## config.mk

```make
export PLATFORM = sky130hd
export DESIGN_NAME = wfg_drive_ser
export DESIGN_NICKNAME = d
export VERILOG_FILES = /design/src/rtl/wfg_drive_ser_pkg.sv /design/src/rtl/wfg_drive_ser_buf.sv /design/src/rtl/wfg_drive_ser.sv
export SDC_FILE = /design/constraint.sdc
export NUM_CORES = 1
export LEC_CHECK = 0
export ABC_CLOCK_PERIOD_IN_PS = 2000
export BUFFER_PORTS_ARGS = -buffer_cell sky130_fd_sc_hd__buf_2
export CORE_ASPECT_RATIO = 2
export CORE_UTILIZATION = 50
export CTS_BUF_LIST = sky130_fd_sc_hd__clkbuf_8
export CTS_CLUSTER_SIZE = 12
export DETAILED_ROUTE_END_ITERATION = 8
export PLACE_DENSITY = 0.73
export SLEW_MARGIN = 20
export SYNTH_ARGS = -nofsm -noshare
export SYNTH_HDL_FRONTEND = slang
export SYNTH_SLANG_ARGS = --single-unit
export TNS_END_PERCENT = 50
```

## constraint.sdc

```tcl
create_clock -name clk -period 2 [get_ports clk]
set_input_delay 0.2 -clock clk [delete_from_list [all_inputs] [get_ports clk]]
set_output_delay 0.2 -clock clk [all_outputs]
set_load 0.01 [all_outputs]
```

## src/rtl/wfg_drive_ser_pkg.sv

```systemverilog
// Shared types and default widths for the serial pattern driver.
package wfg_drive_ser_pkg;

    typedef enum logic [1:0] {
        IDLE  = 2'd0,
        ARMED = 2'd1,
        RUN   = 2'd2
    } ser_state_t;

    localparam int DATA_W_DEF = 32;
    localparam int IDX_W_DEF  = 5;

endpackage

```

## src/rtl/wfg_drive_ser_buf.sv

```systemverilog
// One-entry holding register for the next stimulus word: push loads it, pop empties it.
module wfg_drive_ser_buf
    import wfg_drive_ser_pkg::*;
#(
    parameter int DATA_W = DATA_W_DEF
) (
    input  logic              clk,
    input  logic              rst_n,
    input  logic              flush_i,
    input  logic              push_i,
    input  logic              pop_i,
    input  logic [DATA_W-1:0] data_i,
    output logic              full_o,
    output logic [DATA_W-1:0] data_o
);

    logic              full_q, full_d;
    logic [DATA_W-1:0] data_q, data_d;

    // Push and pop together only happens when empty: the word bypasses straight to the consumer.
    always_comb begin
        full_d = full_q;
        data_d = data_q;
        if (push_i) begin
            data_d = data_i;
        end
        if (flush_i) begin
            full_d = 1'b0;
        end else if (push_i && !pop_i) begin
            full_d = 1'b1;
        end else if (pop_i) begin
            full_d = 1'b0;
        end
    end

    always_ff @(posedge clk or negedge rst_n) begin
        if (!rst_n) begin
            full_q <= 1'b0;
            data_q <= '0;
        end else begin
            full_q <= full_d;
            data_q <= data_d;
        end
    end

    assign full_o = full_q;
    assign data_o = data_q;

endmodule

```

## src/rtl/wfg_drive_ser.sv

```systemverilog
// Serial pattern driver: shifts a bit range of each stimulus word out, one bit per subcycle.
// Optional word counter output enabled by defining WFG_DRIVE_SER_WORDCNT_EN.
module wfg_drive_ser
    import wfg_drive_ser_pkg::*;
#(
    parameter int DATA_W = DATA_W_DEF,
    parameter int IDX_W  = IDX_W_DEF
) (
    input  logic              clk,
    input  logic              rst_n,
    input  logic              en_i,
    input  logic              wfg_core_start_i,
    input  logic              wfg_core_sync_i,
    input  logic              wfg_core_subcycle_i,
    input  logic [IDX_W-1:0]  wfg_ser_begin_i,
    input  logic [IDX_W-1:0]  wfg_ser_end_i,
    input  logic [DATA_W-1:0] wfg_ser_data_i,
    input  logic              wfg_ser_valid_i,
    output logic              wfg_ser_ready_o,
    output logic              wfg_ser_o,
    output logic              wfg_ser_oe_o,
    output logic              wfg_ser_underrun_o,
    output logic              active_o
`ifdef WFG_DRIVE_SER_WORDCNT_EN
    ,
    output logic [15:0]       wfg_ser_word_cnt_o
`endif
);

    ser_state_t        state_q, state_d;
    logic [DATA_W-1:0] word_q, word_d;
    logic [IDX_W-1:0]  idx_q, idx_d;
    logic [IDX_W-1:0]  end_q, end_d;
    logic              out_q, out_d;
    logic              oe_q, oe_d;
    logic              und_q, und_d;
`ifdef WFG_DRIVE_SER_WORDCNT_EN
    logic [15:0]       cnt_q, cnt_d;
`endif

    logic              hold_full;
    logic [DATA_W-1:0] hold_data;
    logic              xfer, word_avail, reload;
    logic [DATA_W-1:0] next_word;
    logic [IDX_W-1:0]  idx_inc;

    assign wfg_ser_ready_o = en_i & (state_q != IDLE) & ~hold_full;
    assign xfer            = wfg_ser_valid_i & wfg_ser_ready_o;
    assign word_avail      = hold_full | xfer;
    assign next_word       = hold_full ? hold_data : wfg_ser_data_i;
    assign reload          = en_i & (state_q != IDLE) & wfg_core_sync_i & word_avail;
    assign idx_inc         = idx_q + 1'b1;

    wfg_drive_ser_buf #(.DATA_W(DATA_W)) u_buf (
        .clk     (clk),
        .rst_n   (rst_n),
        .flush_i (~en_i),
        .push_i  (xfer),
        .pop_i   (reload),
        .data_i  (wfg_ser_data_i),
        .full_o  (hold_full),
        .data_o  (hold_data)
    );

    always_comb begin
        state_d = state_q;
        word_d  = word_q;
        idx_d   = idx_q;
        end_d   = end_q;
        out_d   = out_q;
        oe_d    = oe_q;
        und_d   = und_q;
`ifdef WFG_DRIVE_SER_WORDCNT_EN
        cnt_d   = cnt_q;
`endif
        if (!en_i) begin
            state_d = IDLE;
            out_d   = 1'b0;
            oe_d    = 1'b0;
        end else if (state_q == IDLE) begin
            out_d = 1'b0;
            oe_d  = 1'b0;
            if (wfg_core_start_i) begin
                state_d = ARMED;
                und_d   = 1'b0;
`ifdef WFG_DRIVE_SER_WORDCNT_EN
                cnt_d   = '0;
`endif
            end
        end else if (wfg_core_sync_i) begin
            if (reload) begin
                // A reversed range collapses to a single bit at begin.
                state_d = RUN;
                word_d  = next_word;
                idx_d   = wfg_ser_begin_i;
                end_d   = (wfg_ser_end_i < wfg_ser_begin_i) ? wfg_ser_begin_i : wfg_ser_end_i;
                out_d   = next_word[wfg_ser_begin_i];
                oe_d    = 1'b1;
`ifdef WFG_DRIVE_SER_WORDCNT_EN
                cnt_d   = cnt_q + 16'd1;
`endif
            end else if (state_q == RUN) begin
                state_d = ARMED;
                und_d   = 1'b1;
                out_d   = 1'b0;
                oe_d    = 1'b0;
            end
        end else if (wfg_core_subcycle_i && state_q == RUN && idx_q != end_q) begin
            idx_d = idx_inc;
            out_d = word_q[idx_inc];
        end
    end

    always_ff @(posedge clk or negedge rst_n) begin
        if (!rst_n) begin
            state_q <= IDLE;
            word_q  <= '0;
            idx_q   <= '0;
            end_q   <= '0;
            out_q   <= 1'b0;
            oe_q    <= 1'b0;
            und_q   <= 1'b0;
`ifdef WFG_DRIVE_SER_WORDCNT_EN
            cnt_q   <= '0;
`endif
        end else begin
            state_q <= state_d;
            word_q  <= word_d;
            idx_q   <= idx_d;
            end_q   <= end_d;
            out_q   <= out_d;
            oe_q    <= oe_d;
            und_q   <= und_d;
`ifdef WFG_DRIVE_SER_WORDCNT_EN
            cnt_q   <= cnt_d;
`endif
        end
    end

    assign wfg_ser_o          = out_q;
    assign wfg_ser_oe_o       = oe_q;
    assign wfg_ser_underrun_o = und_q;
    assign active_o           = (state_q != IDLE);
`ifdef WFG_DRIVE_SER_WORDCNT_EN
    assign wfg_ser_word_cnt_o = cnt_q;
`endif

endmodule
```

Word level (Yosys, flattened, before mapping)
Index checks and enable logic that the tools add are counted.

Register bits after elaboration: 80. Bits of input ports: 49. Logic and storage cells: 80. Output and inout port bits: 5.

Magnitude comparators: 3. Muxes and demuxes: 33. Bitwise operators: 8. Reduce and logical (&&, ||, !) cells: 15. Add/sub/neg operators: 1. Equal/unequal tests: 11.

Operators by type and width (count): $mux W32 (1); $mux W1 (20); $mux W5 (4); $lt A5 B6 Y1 const B (2); $mux W2 (6); $bmux W1 S5 (2); $ne A4 B1 Y1 const B (2); $reduce_and A4 Y1 (2); $reduce_bool A2 Y1 (4); $ne A3 B1 Y1 const B (2); $add A5 B1 Y5 const B (1); $and A1 B1 Y1 (5); $lt A5 B5 Y1 (1); $ne A5 B2 Y1 const B (1); $ne A5 B5 Y1 (1); $reduce_and A5 Y1 (1); $ne A2 B2 Y1 const B (2); $reduce_and A2 Y1 (2); $logic_and A1 B1 Y1 (3); $ne A3 B3 Y1 const B (1); $reduce_and A3 Y1 (1); $eq A2 B2 Y1 const B (1); $logic_not A2 Y1 (1); $ne A2 B1 Y1 const B (1); 3 further kinds (4).

Longest topological paths before layout
Gate-level depths: netlist (run 1).

Depth in word-level cells: 10. Mapped depth: 9.

By module
From an unflattened synthesis (run 1), not the netlist that was laid out.

Cell total of the unflattened synthesis: 371. Area, all modules: 4606.9 um2.

Modules (own cells, without submodules): wfg_drive_ser (times used 1, cells each 300, area an instance 3231.8 um2); wfg_drive_ser_buf (times used 1, cells each 71, area an instance 1375.1 um2).

Worst setup path after synthesis (run 1)
Ideal clock, no wire load.

Path kind: reg2reg. Start point: register idx_q[0]. End point: register out_q, in the netlist wfg_ser_o. Arrival time: 2.069 ns. Setup time: 0.080 ns. Cell stages (with the launch flop): 8. Setup slack: -0.149 ns. Cell sequence: dfrtp_1 > ha_1 > xor2_4 > mux2i_1 > mux4_2 > a311oi_1 > o211ai_1 > o211ai_2.

Longest elaborated chain between the ends: 7. Elaborated cells between the ends (all ways): 11. Those cells by class: 1 x add/sub; 2 x eq/ne; 6 x mux; 2 x reduce/logical.

Ends and longest elaborated chain: from (decl) (RTL line wfg_drive_ser.sv:32) `logic [IDX_W-1:0] idx_q, idx_d;`; from (signal assigned) (RTL line wfg_drive_ser.sv:129) `idx_q <= idx_d;`; $add A5 B1 Y5 (RTL line wfg_drive_ser.sv:52) `assign idx_inc = idx_q + 1'b1;`; $bmux W1 S5 (RTL line wfg_drive_ser.sv:110) `out_d = word_q[idx_inc];`; $mux W1 (not written as such) (RTL line wfg_drive_ser.sv:110); $mux W1 (RTL line wfg_drive_ser.sv:108) `end else if (wfg_core_subcycle_i && state_q == RUN && idx_q != end_q) begin`; $mux W1 (RTL line wfg_drive_ser.sv:90) `end else if (wfg_core_sync_i) begin`; $mux W1 (RTL line wfg_drive_ser.sv:80) `end else if (state_q == IDLE) begin`; $mux W1 (RTL line wfg_drive_ser.sv:76) `if (!en_i) begin`; to (signal assigned) (RTL line wfg_drive_ser.sv:131) `out_q <= out_d;`; to (decl) (RTL line wfg_drive_ser.sv:34) `logic out_q, out_d;`.

Parallel ways exist; a longest one is shown, timed or not. The select of a mux whose other input is x is not followed. A chain may end at the register's enable or synchronous reset.

Worst setup path in the final report (run 1)
Start point: register u_buf.full_q, in the netlist u_buf.full_o. End point: register out_q, in the netlist wfg_ser_o.

Longest elaborated chain between the ends: 9. Elaborated cells between the ends (all ways): 14. Those cells by class: 1 x eq/ne; 7 x mux; 5 x bitwise; 1 x reduce/logical.

Ends and longest elaborated chain: from (decl) (RTL line wfg_drive_ser_buf.sv:17) `logic full_q, full_d;`; from (signal assigned) (RTL line wfg_drive_ser_buf.sv:41) `full_q <= full_d;`; parallel branches: the longest is 9 deep, another holds $mux W32.

Several ways; the timed one is not identified. The select of a mux whose other input is x is not followed.

==> results of run 1 <==
-- per-layer routing --
metal | part of all wire [%] | vias up
li1 | - | 1596
met1 | 37 | 1673
met2 | 57 | 81
met3 | 3.0 | 22
met4 | 3.2 | 0
met5 | 0 | -
-- cell families after synthesis --
kind of cell / Yosys count
buf+inv: 33
compound gates: 81
simple gates: 84
xor+xnor: 9
fa+ha+maj: 5
flops: 80
mux: 104
-- per-stage QoR --
stage | util [%] | power, mW
finish | 61.7 | 5.60
global route | 61.7 | 5.91
CTS | 61.5 | 5.61
detailed placement | 58.9 | 4.40
global placement | 58.9 | 4.30
floorplan | - | 3.73
-- worst reg2reg max path: stages, from the launching register on --
cell	delay, ns
dfrtp_2	0.41
buf_4	0.17
mux4_2	0.51
a2111oi_1	0.48
o21ai_0	0.21
o311ai_2	0.14
o211ai_2	0.12
-- placed cells by master (no fill, tap or decap), types with 3 or more instances in the layout --
| cell type | instances |
|---|---|
| nor2_1 | 8 |
| nand3_1 | 4 |
| xor2_1 | 5 |
| ha_1 | 4 |
| o21ai_0 | 41 |
| dfrtp_1 | 79 |
| mux2_2 | 33 |
| mux2i_1 | 50 |
| xnor2_1 | 3 |
| a21o_1 | 3 |
| clkinv_2 | 4 |
| inv_1 | 9 |
| clkbuf_8 | 9 |
| o2111ai_1 | 6 |
| mux4_1 | 4 |
| nand2_1 | 55 |
| nor2b_1 | 4 |
| a21oi_1 | 7 |
| mux4_2 | 17 |
| o211ai_1 | 6 |
| buf_12 | 6 |
| buf_2 | 52 |
| buf_4 | 25 |
-- area by class of cell --
cell class	count	area share, %
Multi-Input combinational cell	283	45.4
Sequential cell	80	37.3
Timing Repair Buffer	85	11.0
Tap cell	100	2.33
Clock buffer	9	2.31
Clock inverter	7	1.16
Inverter	8	0.559
-- worst max-delay path by stage --
| stage | startpoint | endpoint | slack, ns | cells after the start |
|---|---|---|---|---|
| after global routing | u_buf.full_o | wfg_ser_o | -0.19 | 6 |
| final | u_buf.full_o | wfg_ser_o | -0.16 | 6 |
| after floorplan | idx_q[0] | wfg_ser_o | -0.11 | 7 |
| after CTS | idx_q[1] | wfg_ser_o | -0.06 | 7 |
| after detailed placement | idx_q[0] | wfg_ser_o | -0.13 | 7 |
| after global placement | idx_q[0] | wfg_ser_o | -0.08 | 7 |
-- power groups by stage --
stage / Combinational, mW / Sequential [mW] / Clock (mW)
after global routing: 2.03 / 2.64 / 1.24
after CTS: 1.85 / 2.58 / 1.18
after detailed placement: 1.80 / 2.61 / 0
after global placement: 1.73 / 2.57 / 0
final: 1.86 / 2.58 / 1.16
after floorplan: 1.28 / 2.45 / 0
-- synthesized netlist by cell type, drive strengths merged, types with 2 or more instances --
library cell / count
xnor2: 3
mux2: 33
nor2b: 4
a311oi: 2
nand2b: 2
a21o: 3
inv: 8
a21oi: 7
and2: 2
nand3b: 2
o2111ai: 6
o311ai: 2
mux4: 21
nor2: 8
a21boi: 2
dfrtp: 80
a31oi: 2
nand2: 56
xor2: 6
buf: 12
clkbuf: 13
ha: 5
nand3: 4
mux2i: 50
o21ai: 42
o211ai: 7
-- flip-flops by register name (all words and copies together), names as in the netlist, 2 cells and up --
register	count
idx_q	5
end_q	5
state_q	2
word_q	32
u_buf.data_o	32
-- timing repair --
action	CTS	global route
endpoints found under the hold margin	40	0
pin swaps	3	2
hold buffers	1	0
setup endpoints to repair	1	2
resized for setup	5	4
==> results.json, run 1 <==
{
  "core.rowCount": 48,
  "synth_top_area_share_pct": 44.1,
  "grtUsageTotal_pct": 23.7,
  "skew_ns": 0.00878,
  "cts_tree": "yes",
  "finalHoldViolCount": 0,
  "synth_flop_cell": "dfrtp_1",
  "fin_ws_ns": -0.163,
  "use_met1_pct": 25.3,
  "p_sw_share_pct": 32.8,
  "first_pass_iters": 4,
  "diodes": 0,
  "initial_utilization_pct": 52.1,
  "synth_compound_area_share_pct": 11.2,
  "drv_slew": 0,
  "rrSetupSlack_ns": -0.16,
  "cap_violations": 0,
  "wl_per_cell_um": 18.8,
  "async_flop_share_pct": 100,
  "dp_hpwl_um": 8230,
  "die_x_um": 69.3,
  "place_worst_setup_slack_ns": -0.128,
  "final_nets": 521,
  "layoutNonFillerInstCount": 572,
  "antenna_found_initial": 0,
  "ys_warn_count": 0,
  "cts_buffers": 9,
  "ys_ff_latch": 80,
  "clk_pin_slew_ns": 0.08,
  "rsz0062_at_grt": "true",
  "clk_latency_ns": 0.36,
  "die_height_um": 137,
  "cts_buffer_depth": 2,
  "synth-edff-count": 0,
  "syn_avg_cell_area_um2": 11.5,
  "regArea_um2": 2000,
  "grt_start_max_net_pins": 51,
  "post_cts_buffers": 0,
  "synth_nets": 450,
  "first_global_vias": 3546,
  "worst_hold_slack_ns": 0.0964,
  "intPower_mw": 3.76,
  "fillers": 716,
  "violations": "setup timing",
  "criticalPathCategory": "register to register",
  "synth_cell_types": 45,
  "seqPwrFrac_pct": 46.1,
  "status": "complete, but fails checks",
  "crit_family": "compound AO/OA/AOI/OAI gates",
  "drive_above_1_share_pct": 33.9,
  "totalWireLength_um": 10700,
  "worst_pin_slew_ns": 0.557,
  "start_kind": "register",
  "port_buffers": 53,
  "cp_max_fo": 5,
  "gr-total-overflow": 0,
  "fin_crit_sh_pct": 108,
  "num_vias": 3372,
  "grt.busiest_layer": "met2",
  "dp.cells": 555,
  "netlist_area_um2": 4540,
  "crit_path_max_incr_delay_ns": 0.51,
  "drc": 0,
  "min_path_cells": 2,
  "grtUsageMet2_pct": 45.0,
  "netlist_instances": 396,
  "ant_nets": 0,
  "root_buffer": "clkbuf_8",
  "synthTopCellsByArea": "dfrtp_1 44%, mux2i_1 11%, mux4_2 8.4%",
  "r2r-end": "wfg_ser_o",
  "synth_adder_area_share_pct": 1.38,
  "reg2reg_depth": 6,
  "path_buf_inv": 1,
  "grt_pass1_wl_um": 17200,
  "crit_chain": "buf_4 -> mux4_2 -> a2111oi_1 -> o21ai_0 -> o311ai_2 -> o211ai_2",
  "yosys.area.top_type": "dfrtp_1",
  "r2r_start": "u_buf.full_o",
  "leakage_nw": 2.39,
  "arrival_ns": 2.40,
  "p_per_area_nw_per_um2": 1040,
  "worstSetupEndpointType": "register",
  "worstHoldStart": "wfg_ser_data_i[14]",
  "seq_area_frac_synth_pct": 44.1,
  "vdd_ir_drop_max_uv": 601,
  "synth_top_family_by_area": "multiplexers",
  "max_freq_ghz": 0.462,
  "placed_cell_area_um2": 5130,
  "whs_endpoint": "u_buf.data_o[14]",
  "synth_xor_area_share_pct": 2.15,
  "critPathSlowestCell": "mux4_2",
  "die_area_um2": 9480,
  "combPwrFrac_pct": 33.2,
  "synthToLayoutAreaGrowth_pct": 18.4,
  "first_iter_violations": 203,
  "core-area_um2": 8710,
  "clock-sinks": 80,
  "met3_usage_pct": 3.68,
  "pin_count": 54,
  "multi_input_area_um2": 2440,
  "avgViaCountPerCell": 5.90,
  "finish.instance_area_um2": 5370,
  "finalSetupViolations": 1,
  "htreeDepth": 3,
  "synth_mux_area_share_pct": 30.0,
  "finalSetupTns_ns": -0.163,
  "maxSlewHeadroom_pct": 62.8,
  "layout_min_cycle_time_ns": 2.16,
  "pwr-share-clk_pct": 20.7,
  "p_switching_mw": 1.84,
  "crit_required_ns": 2.24,
  "synthSimpleGateAreaFrac_pct": 8.14,
  "gp_congestion": 0.839,
  "hold_class": "input port to register"
}
No activity file was read; power rests on OpenSTA's default activity.
==> inputs of run 2 (changes only) <==
--- a/config.mk
+++ b/config.mk
@@ -8,11 +8,11 @@
 export ABC_CLOCK_PERIOD_IN_PS = 2000
 export BUFFER_PORTS_ARGS = -buffer_cell sky130_fd_sc_hd__buf_2
 export CORE_ASPECT_RATIO = 2
-export CORE_UTILIZATION = 50
+export CORE_UTILIZATION = 55
 export CTS_BUF_LIST = sky130_fd_sc_hd__clkbuf_8
 export CTS_CLUSTER_SIZE = 12
 export DETAILED_ROUTE_END_ITERATION = 8
-export PLACE_DENSITY = 0.73
+export PLACE_DENSITY = 0.79
 export SLEW_MARGIN = 20
 export SYNTH_ARGS = -nofsm -noshare
 export SYNTH_HDL_FRONTEND = slang
==> results.json, run 2 (same netlist as run 1, synthesis figures left out) <==
{
  "path_buf_inv": 1,
  "worstSetupEndpointType": "register",
  "fin_ws_ns": -0.120,
  "cp_max_fo": 11,
  "grtUsageTotal_pct": 28.0,
  "grt_start_max_net_pins": 43,
  "finish.instance_area_um2": 5410,
  "grt_pass1_wl_um": 17500,
  "gr-total-overflow": 0,
  "vdd_ir_drop_max_uv": 725,
  "totalWireLength_um": 11000,
  "cts_buffers": 9,
  "rrSetupSlack_ns": -0.12,
  "p_per_area_nw_per_um2": 1090,
  "cts_buffer_depth": 2,
  "core.rowCount": 46,
  "violations": "setup timing",
  "maxSlewHeadroom_pct": 68.1,
  "die_x_um": 66.2,
  "status": "complete, but fails checks",
  "pin_count": 54,
  "crit_path_max_incr_delay_ns": 0.51,
  "worst_hold_slack_ns": 0.0874,
  "max_freq_ghz": 0.472,
  "fin_crit_sh_pct": 106,
  "whs_endpoint": "u_buf.data_o[15]",
  "r2r_start": "idx_q[0]",
  "finalHoldViolCount": 0,
  "num_vias": 3495,
  "antenna_found_initial": 0,
  "drv_slew": 0,
  "finalSetupViolations": 1,
  "htreeDepth": 3,
  "rsz0062_at_grt": "true",
  "synthToLayoutAreaGrowth_pct": 19.3,
  "ant_nets": 0,
  "clk_latency_ns": 0.37,
  "crit_family": "compound AO/OA/AOI/OAI gates",
  "worstHoldStart": "wfg_ser_data_i[15]",
  "core-area_um2": 7940,
  "drc": 0,
  "start_kind": "register",
  "critPathSlowestCell": "mux4_2",
  "skew_ns": 0.00822,
  "mostFrequentLayoutCell": "dfrtp_1",
  "first_global_vias": 3629,
  "clock-sinks": 80,
  "cap_violations": 0,
  "leakage_nw": 2.41,
  "diodes": 0,
  "worst_pin_slew_ns": 0.478,
  "finalPower_mw": 5.92,
  "clk_pin_slew_ns": 0.08,
  "crit_required_ns": 2.24,
  "wl_per_cell_um": 19.4,
  "die_area_um2": 8640,
  "reg2reg_depth": 7,
  "dp_hpwl_um": 8360,
  "drive_above_1_share_pct": 33.3,
  "arrival_ns": 2.36,
  "min_path_cells": 2,
  "gp_congestion": 0.870,
  "r2r-end": "wfg_ser_o",
  "placed_cell_area_um2": 5100,
  "hold_class": "input port to register",
  "layout_min_cycle_time_ns": 2.12,
  "avgViaCountPerCell": 6.16,
  "final_cell_mix": "79 x dfrtp_1, 55 x nand2_1, 52 x buf_2",
  "root_buffer": "clkbuf_8",
  "final_nets": 520,
  "die_height_um": 130,
  "port_buffers": 53,
  "initial_utilization_pct": 57.1,
  "fillers": 619,
  "crit_chain": "buf_8 -> mux4_2 -> and2b_2 -> a211oi_1 -> a21oi_1 -> o211ai_1 -> o211ai_2",
  "cts_tree": "yes",
  "first_iter_violations": 174,
  "criticalPathCategory": "register to register",
  "first_pass_iters": 4
}
## run 2: how the worst max path moves through the flow
stage	start	end	slack [ns]	depth (start not counted)
finish	idx_q[0]	wfg_ser_o	-0.12	7
global route	idx_q[0]	wfg_ser_o	-0.19	7
CTS	idx_q[0]	wfg_ser_o	-0.05	7
detailed placement	idx_q[0]	wfg_ser_o	-0.13	7
global placement	idx_q[0]	wfg_ser_o	-0.08	7
floorplan	idx_q[0]	wfg_ser_o	-0.11	7
## run 2: stage by stage
stage | setup TNS (ns) | utilization [%] | cells | worst slack [ns]
2_1_floorplan | -0.523 | - | 396 | -0.113
6_report | -0.120 | 68.1 | 567 | -0.120
3_3_place_gp | -0.0794 | 64.3 | 548 | -0.0794
5_1_grt | -0.281 | 68.1 | 567 | -0.186
3_5_place_dp | -0.130 | 64.3 | 548 | -0.130
4_1_cts | -0.0514 | 67.8 | 567 | -0.0514
## run 2: report_power, final
| part | leakage [nW] | internal (mW) | total (mW) | switching [mW] |
|---|---|---|---|---|
| combinational | 1.29 | 1.04 | 1.88 | 0.839 |
| sequential | 0.991 | 2.16 | 2.59 | 0.426 |
| clock | 0.128 | 0.858 | 1.45 | 0.592 |
| total | 2.41 | 4.06 | 5.92 | 1.86 |
## run 2: layer usage
| layer | track usage, % | wire [µm] | up-vias |
|---|---|---|---|
| met1 | 29.0 | 3880 | 1757 |
| met2 | 51.3 | 6210 | 92 |
| met5 | 0 | 0 | - |
| li1 | - | - | 1607 |
| met3 | 4.69 | 336 | 39 |
| met4 | 16.9 | 543 | 0 |
## run 2: cell type report
class | instances | area (µm²) | share of cell area, %
timing repair buffer | 84 | 589 | 10.9
sequential | 80 | 2000 | 37.0
clock inverter | 6 | 108 | 1.99
multi-input combinational | 283 | 2420 | 44.8
inverter | 8 | 30.0 | 0.555
tap | 96 | 120 | 2.22
clock buffer | 10 | 138 | 2.54
## run 2: timing repair
action | 4_1_cts | 5_1_grt
hold endpoints to repair | 34 | 0
pin swaps | 2 | 1
setup buffers | 2 | 0
setup endpoints to repair | 1 | 2
hold buffers | 1 | 0
resized for setup | 3 | 5
==> inputs of run 3 (changes only) <==
--- a/config.mk
+++ b/config.mk
@@ -8,11 +8,11 @@
 export ABC_CLOCK_PERIOD_IN_PS = 2000
 export BUFFER_PORTS_ARGS = -buffer_cell sky130_fd_sc_hd__buf_2
 export CORE_ASPECT_RATIO = 2
-export CORE_UTILIZATION = 55
+export CORE_UTILIZATION = 47
 export CTS_BUF_LIST = sky130_fd_sc_hd__clkbuf_8
 export CTS_CLUSTER_SIZE = 12
 export DETAILED_ROUTE_END_ITERATION = 8
-export PLACE_DENSITY = 0.79
+export PLACE_DENSITY = 0.69
 export SLEW_MARGIN = 20
 export SYNTH_ARGS = -nofsm -noshare
 export SYNTH_HDL_FRONTEND = slang
==> results.json, run 3 (same netlist as run 1, synthesis figures left out) <==
{
  "status": "complete, but fails checks",
  "violations": "setup timing",
  "root_buffer": "clkbuf_8",
  "initial_utilization_pct": 48.3,
  "worst_pin_slew_ns": 0.525,
  "dp_hpwl_um": 8230,
  "first_pass_iters": 4,
  "maxSlewHeadroom_pct": 65.0,
  "drc": 0,
  "clk_latency_ns": 0.36,
  "pin_count": 54,
  "layoutNonFillerInstCount": 575,
  "skew_ns": 0.00703,
  "fin_crit_sh_pct": 103,
  "die_height_um": 141,
  "gr-total-overflow": 0,
  "multi_input_area_um2": 2440,
  "max_freq_ghz": 0.488,
  "die_area_um2": 10100,
  "final_cell_mix": "79 x dfrtp_1, 55 x nand2_1, 52 x buf_2",
  "clk_pin_slew_ns": 0.08,
  "dp.cells": 557,
  "drv_slew": 0,
  "cap_violations": 0,
  "fin_ws_ns": -0.0511,
  "arrival_ns": 2.34,
  "cp_max_fo": 5,
  "worstSetupEndpointType": "register",
  "grtUsageTotal_pct": 23.1,
  "regArea_um2": 2000,
  "finalHoldViolCount": 0,
  "ant_nets": 0,
  "finalPower_mw": 5.74,
  "cts_buffers": 9,
  "port_buffers": 53,
  "leakage_nw": 2.40,
  "gp_congestion": 0.875,
  "synthToLayoutAreaGrowth_pct": 18.8,
  "wl_per_cell_um": 19.0,
  "diodes": 0,
  "placed_cell_area_um2": 5110,
  "antenna_found_initial": 0,
  "grt_start_max_net_pins": 44,
  "die_x_um": 71.5,
  "p_per_area_nw_per_um2": 1060,
  "rrSetupSlack_ns": -0.05,
  "fillers": 812,
  "finalSetupTns_ns": -0.0511,
  "mostFrequentLayoutCell": "dfrtp_1",
  "core.rowCount": 50,
  "drive_above_1_share_pct": 34.0,
  "criticalPathCategory": "register to register",
  "rsz0062_at_grt": "true",
  "core-area_um2": 9380,
  "grt_pass1_wl_um": 17200,
  "cts_buffer_depth": 2,
  "num_vias": 3415,
  "avgViaCountPerCell": 5.94,
  "finish.instance_area_um2": 5390,
  "clock-sinks": 80,
  "vdd_ir_drop_max_uv": 658,
  "hold_class": "input port to register",
  "first_global_vias": 3567,
  "layout_min_cycle_time_ns": 2.05,
  "totalWireLength_um": 10900,
  "htreeDepth": 3,
  "first_iter_violations": 230,
  "start_kind": "register",
  "finalSetupViolations": 1,
  "final_nets": 520,
  "crit_required_ns": 2.29,
  "cts_tree": "yes",
  "place_worst_setup_slack_ns": -0.105
}
## run 3: cell count changes in the layout (fill, tap and decap cells not counted), sizes merged
cell,delta
clkbuf,-1
clkinv,+2
bufinv,-1
## run 3: layer usage
metal	GRT usage, %	wire (µm)
met5	0	0
met4	12.9	407
met3	3.07	345
met2	42.6	6170
met1	24.7	4020
## run 3: worst max-delay path, stage by stage (launching register included)
cell and delay, ns:
dfrtp_1 0.43, ha_4 0.20, xor2_4 0.23, mux2i_1 0.11, mux4_2 0.49, a311oi_2 0.25
o211ai_1 0.13, o211ai_2 0.14
## run 3: repair_timing
item                                   in CTS  in global routing
resized for setup                           7                  5
pin swaps                                   3                  2
endpoints found under the hold margin      37                  0
setup buffers                               1                  0
setup endpoints to repair                   1                 28
hold buffers                                1                  0
## run 3: cell type report
| cell class | count | share of cell area [%] |
|---|---|---|
| Timing Repair Buffer | 84 | 10.6 |
| Tap cell | 104 | 2.41 |
| Multi-Input combinational cell | 283 | 45.3 |
| Clock buffer | 9 | 2.30 |
| Sequential cell | 80 | 37.2 |
| Inverter | 8 | 0.557 |
| Clock inverter | 7 | 1.63 |
## run 3: final timing paths
path	from	end	depth (start not counted)
max	idx_q[1]	wfg_ser_o	7
min	wfg_ser_data_i[31]	u_buf.data_o[31]	2
max reg2reg	idx_q[1]	wfg_ser_o	7
min in group asynchronous	rst_n	u_buf.data_o[14]	2
max in group asynchronous	rst_n	word_q[2]	3
min reg2reg	word_q[1]	word_q[1]	2
## run 3: power breakdown
| part | leakage [nW] | switching, mW | internal [mW] | total, mW |
|---|---|---|---|---|
| clock | 0.114 | 0.597 | 0.694 | 1.29 |
| combinational | 1.29 | 0.827 | 1.04 | 1.86 |
| sequential | 0.991 | 0.420 | 2.16 | 2.58 |
| total | 2.40 | 1.84 | 3.89 | 5.74 |
## run 3: metrics by stage
stage / hold slack, ns / util [%]
3_5_place_dp: 0.211 / 54.5
2_1_floorplan: -0.0956 / -
3_3_place_gp: 0.205 / 54.5
6_report: 0.0946 / 57.4
5_1_grt: 0.0949 / 57.4
4_1_cts: 0.0887 / 57.3
